--- src/rtl/jtsdram_test_seq.sv ---
// Pass sequencer for the per-bank SDRAM testers: starts the enabled testers, waits for them, and accumulates errors.
// Optional per-pass watchdog enabled by defining JTSDRAM_TIMEOUT_EN.
module jtsdram_test_seq #(
  parameter int BANKS = 4,
  parameter int PASSW = 8,
  parameter int TOW   = 24
) (
  input  logic             rst,
  input  logic             clk,
  input  logic             run,
  input  logic             clr,
  input  logic             stop_on_err,
  input  logic [BANKS-1:0] bank_en,
  input  logic [BANKS-1:0] bank_done,
  input  logic [BANKS-1:0] bank_bad,
  output logic [BANKS-1:0] bank_start,
  output logic [BANKS-1:0] bank_we,
  output logic [BANKS-1:0] bank_slow,
  output logic [PASSW-1:0] pass_cnt,
  output logic [BANKS-1:0] bad_mask,
  output logic             fail,
  output logic             busy,
  output logic             timeout,
  output logic [2:0]       state_dbg
);

  // Tester handshake: bank_start is a one-cycle request per enabled bank; a tester
  // drops done the cycle after start and raises it (level) when its pass ends.
  // Stale done is therefore only trusted from the WAIT state onwards.
  typedef enum logic [2:0] {
    S_IDLE  = 3'd0,
    S_START = 3'd1,
    S_ARM   = 3'd2,
    S_WAIT  = 3'd3,
    S_HALT  = 3'd4
  } state_t;

  state_t           state_q, state_d;
  logic [BANKS-1:0] en_l;
  logic [BANKS-1:0] fail_bits;
  logic [BANKS-1:0] bad_mask_d;
  logic             all_done;
  logic             pass_end;
  logic             new_bad;
  logic             do_clr;
  logic             to_hit;

  assign state_dbg = state_q;
  assign all_done  = ((bank_done & en_l) == en_l);

  always_ff @(posedge clk) begin
    if (rst) state_q <= S_IDLE;
    else     state_q <= state_d;
  end

  always_comb begin
    state_d    = state_q;
    bank_start = '0;
    busy       = 1'b0;
    do_clr     = 1'b0;
    pass_end   = 1'b0;
    fail_bits  = bank_bad & en_l;
    if (to_hit) fail_bits = fail_bits | (en_l & ~bank_done);
    new_bad    = |(fail_bits & ~bad_mask);
    case (state_q)
      S_IDLE: begin
        do_clr = clr;
        if (run && |bank_en) state_d = S_START;
      end
      S_START: begin
        busy       = 1'b1;
        bank_start = bank_en;
        state_d    = S_ARM;
      end
      S_ARM: begin
        busy    = 1'b1;
        state_d = S_WAIT;
      end
      S_WAIT: begin
        busy     = 1'b1;
        pass_end = all_done || to_hit;
        if (pass_end) begin
          if (new_bad && stop_on_err) state_d = S_HALT;
          else if (run)               state_d = S_START;
          else                        state_d = S_IDLE;
        end
      end
      S_HALT: begin
        do_clr = clr;
        if (!run) state_d = S_IDLE;
      end
      default: state_d = S_IDLE;
    endcase
    if (do_clr)        bad_mask_d = '0;
    else if (pass_end) bad_mask_d = bad_mask | fail_bits;
    else               bad_mask_d = bad_mask;
  end

  always_ff @(posedge clk) begin
    if (rst) begin
      en_l      <= '0;
      bank_we   <= '0;
      bank_slow <= '0;
      pass_cnt  <= '0;
      bad_mask  <= '0;
      fail      <= 1'b0;
    end else begin
      bad_mask <= bad_mask_d;
      fail     <= |bad_mask_d;
      if (do_clr)        pass_cnt <= '0;
      else if (pass_end) pass_cnt <= pass_cnt + 1'b1;
      // Mode follows the pass count: read fast, read slow, r/w fast, r/w slow.
      if (state_q == S_START) begin
        en_l      <= bank_en;
        bank_we   <= {BANKS{pass_cnt[1]}};
        bank_slow <= {BANKS{pass_cnt[0]}};
      end
    end
  end

`ifdef JTSDRAM_TIMEOUT_EN
  logic [TOW-1:0] to_cnt;

  assign to_hit = (state_q == S_WAIT) && !all_done && (to_cnt == '1);

  always_ff @(posedge clk) begin
    if (rst) begin
      to_cnt  <= '0;
      timeout <= 1'b0;
    end else begin
      if (state_q == S_START)     to_cnt <= '0;
      else if (state_q == S_WAIT) to_cnt <= to_cnt + 1'b1;
      if (do_clr)      timeout <= 1'b0;
      else if (to_hit) timeout <= 1'b1;
    end
  end
`else
  // Without the watchdog WAIT blocks until every enabled tester is done.
  assign to_hit  = 1'b0;
  assign timeout = 1'b0 && (TOW > 0);
`endif

endmodule

--- config.mk ---
export PLATFORM = sky130hd
export DESIGN_NAME = jtsdram_test_seq
export DESIGN_NICKNAME = d
export VERILOG_FILES = /design/src/rtl/jtsdram_test_seq.sv
export SDC_FILE = /design/constraint.sdc
export NUM_CORES = 1
export LEC_CHECK = 0
export CAP_MARGIN = 20
export CORE_MARGIN = 2
export CORE_UTILIZATION = 46
export CTS_CLUSTER_SIZE = 8
export DETAILED_ROUTE_END_ITERATION = 10
export PLACE_DENSITY_LB_ADDON = 0.3
export SLEW_MARGIN = 20
export SYNTH_ARGS = -nofsm -noshare
export SYNTH_HDL_FRONTEND = slang
export SYNTH_SLANG_ARGS = --single-unit
export TNS_END_PERCENT = 100
--- constraint.sdc ---
create_clock -name clk -period 2.3 [get_ports clk]
set_input_delay 0.23 -clock clk [delete_from_list [all_inputs] [get_ports clk]]
set_output_delay 0.23 -clock clk [all_outputs]
set_load 0.005 [all_outputs]
==> After elaboration in Yosys (flattened, before gate mapping) <==
Cells that the tools add are included.
{ "word_totals": {"ff_bits": 22, "latch_bits": 0, "ram_bits": 0, "rom_bits": 0, "inputBits": 17, "output_inout_bits": 30, "word_cells": 43, "mem_count": 0} }
{ "op_classes": {"addsub": 1, "mul": 0, "div_mod_pow": 0, "n_lt_le_gt_ge": 0, "n_eq_ne": 8, "n_shift": 0, "n_mux": 12, "bitwise_logic": 5, "reduce_logical": 10} }
{ "op_table": {"columns": ["operator", "count"], "rows": [
  ["3-bit case mux with 5 select lines", 1],
  ["4-bit bitwise AND", 3],
  ["3-bit 2-to-1 mux", 4],
  ["4-bit 2-to-1 mux", 3],
  ["4-bit OR reduction", 3],
  ["8-bit by 1-bit adder with 8-bit output, second input constant", 1],
  ["3-bit by 2-bit equality test with 1-bit output, second input constant", 2],
  ["2-bit inequality test, second input constant", 3],
  ["4-bit equality test", 1],
  ["1-bit 2-to-1 mux", 4],
  ["4-bit inverter", 1],
  ["4-bit OR", 1],
  ["2-bit OR reduction", 2],
  ["3-bit by 1-bit equality test with 1-bit output, second input constant", 1],
  ["3-bit equality test, second input constant", 1],
  ["3-bit logical NOT", 1],
  ["3-bit AND reduction", 1],
  ["3-bit OR reduction", 1],
  ["1-bit logical AND", 2]
]} }

==> Longest topological paths before layout <==
{ "logic_depth": {"depth_word": 7, "ltp_mapped": 5, "depth_no_buf": 4} }

==> Worst setup path before layout <==
OpenSTA, ideal clock, no wires.
{ "synth_path": {"path_type": "register to register", "start": "register pass_cnt[0]", "end": "register pass_cnt[2]", "setup_time_ps": 70, "t_arrival_ps": 1272, "path_slack_ps": 958, "stages_incl_launch_ff": 5, "n_path_buf": 0, "cell_sequence": "dfxtp_1 ha_1 inv_1 or4_1 a21oi_1"} }
{ "synth_via": {"elab_chain_cells": 1} }
{ "synth_rtl": {"columns": ["element", "line", "rtl"], "rows": [
  ["start: declaration", "19", "output logic [PASSW-1:0] pass_cnt,"],
  ["start signal: assignment", "111", "else if (pass_end) pass_cnt <= pass_cnt + 1'b1;"],
  ["8-bit by 1-bit adder with 8-bit output", "111", null]
]} }
No other way between the ends.
A chain may end at the register's enable or synchronous reset.

==> Worst setup path after layout <==
{ "layout_path": {"start": "register state_q[0], in the netlist state_dbg[0]", "end": "output bank_start[3]"} }
{ "layout_via": {"elab_chain_cells": 2} }
{ "layout_rtl": {"columns": ["element", "line", "rtl"], "rows": [
  ["start: declaration", "38", "state_t state_q, state_d;"],
  ["start signal: assignment", "53", "else state_q <= state_d;"],
  ["3-bit by 1-bit equality test with 1-bit output", "65", "case (state_q)"],
  ["4-bit 2-to-1 mux", "65", null],
  ["end: declaration", "16", "output logic [BANKS-1:0] bank_start,"]
]} }
No other way between the ends.

==> Flow_metrics.wiki <==
{| class="wikitable"
! Metric !! Value
|-
| Result of the run || finished clean
|-
| Most frequent cells in the layout || sky130_fd_sc_hd__clkdlybuf4s50_1 (45), sky130_fd_sc_hd__dfxtp_1 (22), sky130_fd_sc_hd__nor2_1 (14)
|-
| Startpoint of the most critical setup path || state_dbg[0]$_SDFFE_PP0P_
|-
| Count of H-tree levels built during CTS || 1
|-
| Startpoint type of the worst setup path || flop
|-
| Fraction of synthesized cell area taken by the top area cell type || 36.2%
|-
| Critical Path Fanout Max || 7
|-
| Final slew viol count || 0
|-
| Transition time of the tightest slew-check pin || 0.583 ns
|-
| Drt pass-1 iters || 5
|-
| Number of rows created at floorplan || 18
|-
| Vias in the first global route || 1175
|-
| Fraction of final layout cells sized beyond drive strength 1 || 11.2%
|-
| Setup crit end kind || output pin
|-
| Starting Density || 48.6%
|-
| Net total in the final layout || 190
|-
| Number of antenna violations at the first check in global routing || 0
|-
| Clock insertion delay at the later pin of the skew report || 0.32 ns
|-
| Tightest slew margin relative to the limit || 61.0%
|-
| Largest buffer count on any clock path || 2
|-
| TNS Setup || 0 ns
|-
| Reg-to-reg critical path startpoint || state_dbg[1]$_SDFFE_PP0P_
|-
| Storage cell area || 440 um2
|-
| Setup CP Type || flop to output pin
|-
| Routed via count divided by cell count || 5.89
|-
| Port-buffer cells || 45
|-
| Main synth FF type || sky130_fd_sc_hd__dfxtp_1
|-
| Hold path startpoint || pass_cnt[7]$_SDFFE_PP0N_
|-
| Number of I/O pins || 47
|-
| Minimum clock period after layout || 2.10 ns
|-
| Synth Cell Area || 1220 um2
|-
| Final Hold Viols || 0
|-
| Number of violations reported at the end of detailed-routing iteration 0 || 37
|-
| Leakage power figure || 0.588 nW
|-
| Largest stage delay, worst path || 0.50 ns
|-
| Worst voltage drop across the vdd grid || 0.415 mV
|-
| Clock slew at reported path FFs || 0.13 ns
|-
| DRC violation count after routing || 0
|-
| Inserted Clock Buffers || 3
|-
| Final-layout fill cell count || 212
|-
| Number of distinct library cells after synthesis || 41
|-
| Cell Chain, Critical Path || nor3b_2 > and2_1 > clkdlybuf4s50_1
|-
| Area of the multi-input gates || 673 um2
|-
| Number of routed nets with antenna violations || 0
|-
| Crit path max-delay cell type || sky130_fd_sc_hd__clkdlybuf4s50_1
|-
| Synthesized instance count || 134
|-
| Maximum clock rate || 475 MHz
|-
| Total die area || 3070 um2
|-
| Clock Root Buffer || sky130_fd_sc_hd__clkbuf_4
|-
| Power per cell area || 613 nW/um2
|-
| Ys Warns || 0
|-
| Total global-route track usage || 20.6%
|-
| Period utilisation layout || 91.5%
|-
| Final setup fails || 0
|-
| Fraction of registers with async set or reset after synthesis || 0%
|-
| Via Count || 1177
|-
| Critical path's top delay family || simple AND/OR/NAND/NOR gates
|-
| Number of sinks driven by the clock tree || 22
|-
| Overflow left after global routing || 0
|-
| Core region area || 2500 um2
|-
| Crit path DAT || 1.87 ns
|-
| Maxcap violations || 0
|-
| Yosys reg bits || 22
|-
| Maximum number of pins on one net before global-route repair || 17
|-
| CP Buf/Inv Count || 1
|-
| Post-synthesis to final-layout area growth || 36.3%
|-
| Sequential-to-total area share from yosys stat || 36.2%
|-
| Final clock skew || 0.0170 ns
|-
| WL/cell || 15.3 um
|-
| Dominant cells by area after synthesis || sky130_fd_sc_hd__dfxtp_1 (36%), sky130_fd_sc_hd__mux2i_1 (5.8%), sky130_fd_sc_hd__buf_4 (5.6%)
|-
| Most frequent standard cell in the layout excluding fill and tap cells || sky130_fd_sc_hd__clkdlybuf4s50_1
|-
| CTS tree || built
|-
| Worst min-delay path class || flop to flop
|-
| Post-synthesis area per instance || 9.08 um2
|-
| Crit path required time || 2.07 ns
|-
| Overall power consumption || 1.02 mW
|-
| Nets in the synthesized netlist || 152
|-
| Die H || 55.4 um
|-
| Half-perimeter wire length after detailed placement || 2.25 mm
|-
| Count of inserted antenna diode cells || 0
|-
| Post-synth EDFFs || 0
|-
| RSZ-0062 raised after global routing || no
|-
| Setup bufs post-CTS || 0
|-
| Cell type with the largest total area after synthesis || sky130_fd_sc_hd__dfxtp_1
|-
| Floorplan die width || 55.4 um
|-
| Placer's final routability congestion estimate || 0.823
|-
| Routed wire length || 3.06 mm
|-
| Wire length of the first global-routing pass || 5.25 mm
|}
==> state kept, by name, summed over array words and instances, names as in the netlist <==
| signal | count |
|---|---|
| en_l | 4 |
| bank_slow | 1 |
| bank_we | 1 |
| state_dbg | 3 |
| bad_mask | 4 |
| pass_cnt | 8 |
| fail | 1 |
==> per-layer routing <==
| metal | global-route usage, % | vias to the layer above | routed length [um] |
|---|---|---|---|
| met2 | 35.5 | 56 | 1480 |
| met3 | 4.92 | 2 | 208 |
| met5 | 0 | - | 0 |
| li1 | - | 569 | - |
| met4 | 6.27 | 0 | 18 |
| met1 | 25.3 | 550 | 1350 |
==> worst paths after layout <==
path | end | slack [ns] | cells after the start
max | bank_start[3] | 0.20 | 3
min | pass_cnt[7]$_SDFFE_PP0N_ | 0.49 | 2
max reg2reg | pass_cnt[2]$_SDFFE_PP0N_ | 0.52 | 3
min reg2reg | pass_cnt[7]$_SDFFE_PP0N_ | 0.49 | 2
==> final cells by class <==
type                            count  share of cell area [%]
Inverter                            3                   0.679
Multi-Input combinational cell     94                    40.6
Clock buffer                        3                    1.36
Tap cell                           30                    2.26
Timing Repair Buffer               48                    28.5
Sequential cell                    22                    26.6
==> synthesized netlist by cell type (all sizes together) (4+ instances only) <==
cell type  number
o41ai           4
a21oi           4
buf            14
a41oi           4
or3             6
dfxtp          22
and2            4
nor2           14
mux2i           7
nand2b          4
nand3           8
nand2           7
==> per-stage QoR <==
step | std cells | setup slack [ns] | utilization, % | instance area, um2 | hold slack, ns
6_report | 200 | 0.195 | 66.3 | 1660 | 0.493
5_1_grt | 200 | 0.0641 | 66.3 | 1660 | 0.511
4_1_cts | 200 | 0.204 | 66.3 | 1660 | 0.495
3_5_place_dp | 197 | 0.329 | 65.2 | 1630 | 0.476
3_3_place_gp | 197 | 0.422 | 65.2 | 1630 | 0.455
2_1_floorplan | 134 | 0.958 | - | 1220 | 0.377
==> report_power, final <==
| part | internal (mW) | total [mW] | switching (mW) |
|---|---|---|---|
| Combinational | 0.193 | 0.384 | 0.191 |
| Clock | 0.0612 | 0.181 | 0.119 |
| Sequential | 0.408 | 0.451 | 0.0431 |
==> tightest hold or removal path: stages (launching register included) <==
cell and delay [ns]:
sky130_fd_sc_hd__dfxtp_1 0.35, sky130_fd_sc_hd__nand2_1 0.06, sky130_fd_sc_hd__mux2i_1 0.06
==> cells by family (layout without fill, tap and decap cells) <==
group                    after synthesis  count (layout)  synth area share, %
other                                  1               1                0.308
AO/OA/AOI/OAI                         29              29                 22.2
buffers and inverters                 18              54                 8.85
AND/OR/NAND/NOR                       56              56                 25.6
adder cells (fa/ha/maj)                1               1                 1.03
multiplexers                           7               7                 5.76
flip-flops                            22              22                 36.2
==> timing repair <==
item,4_1_cts,5_1_grt
hold buffers,0,0
gates resized for setup,1,0
endpoints found under the setup margin,4,0
Power figures use the tool's default switching activity.
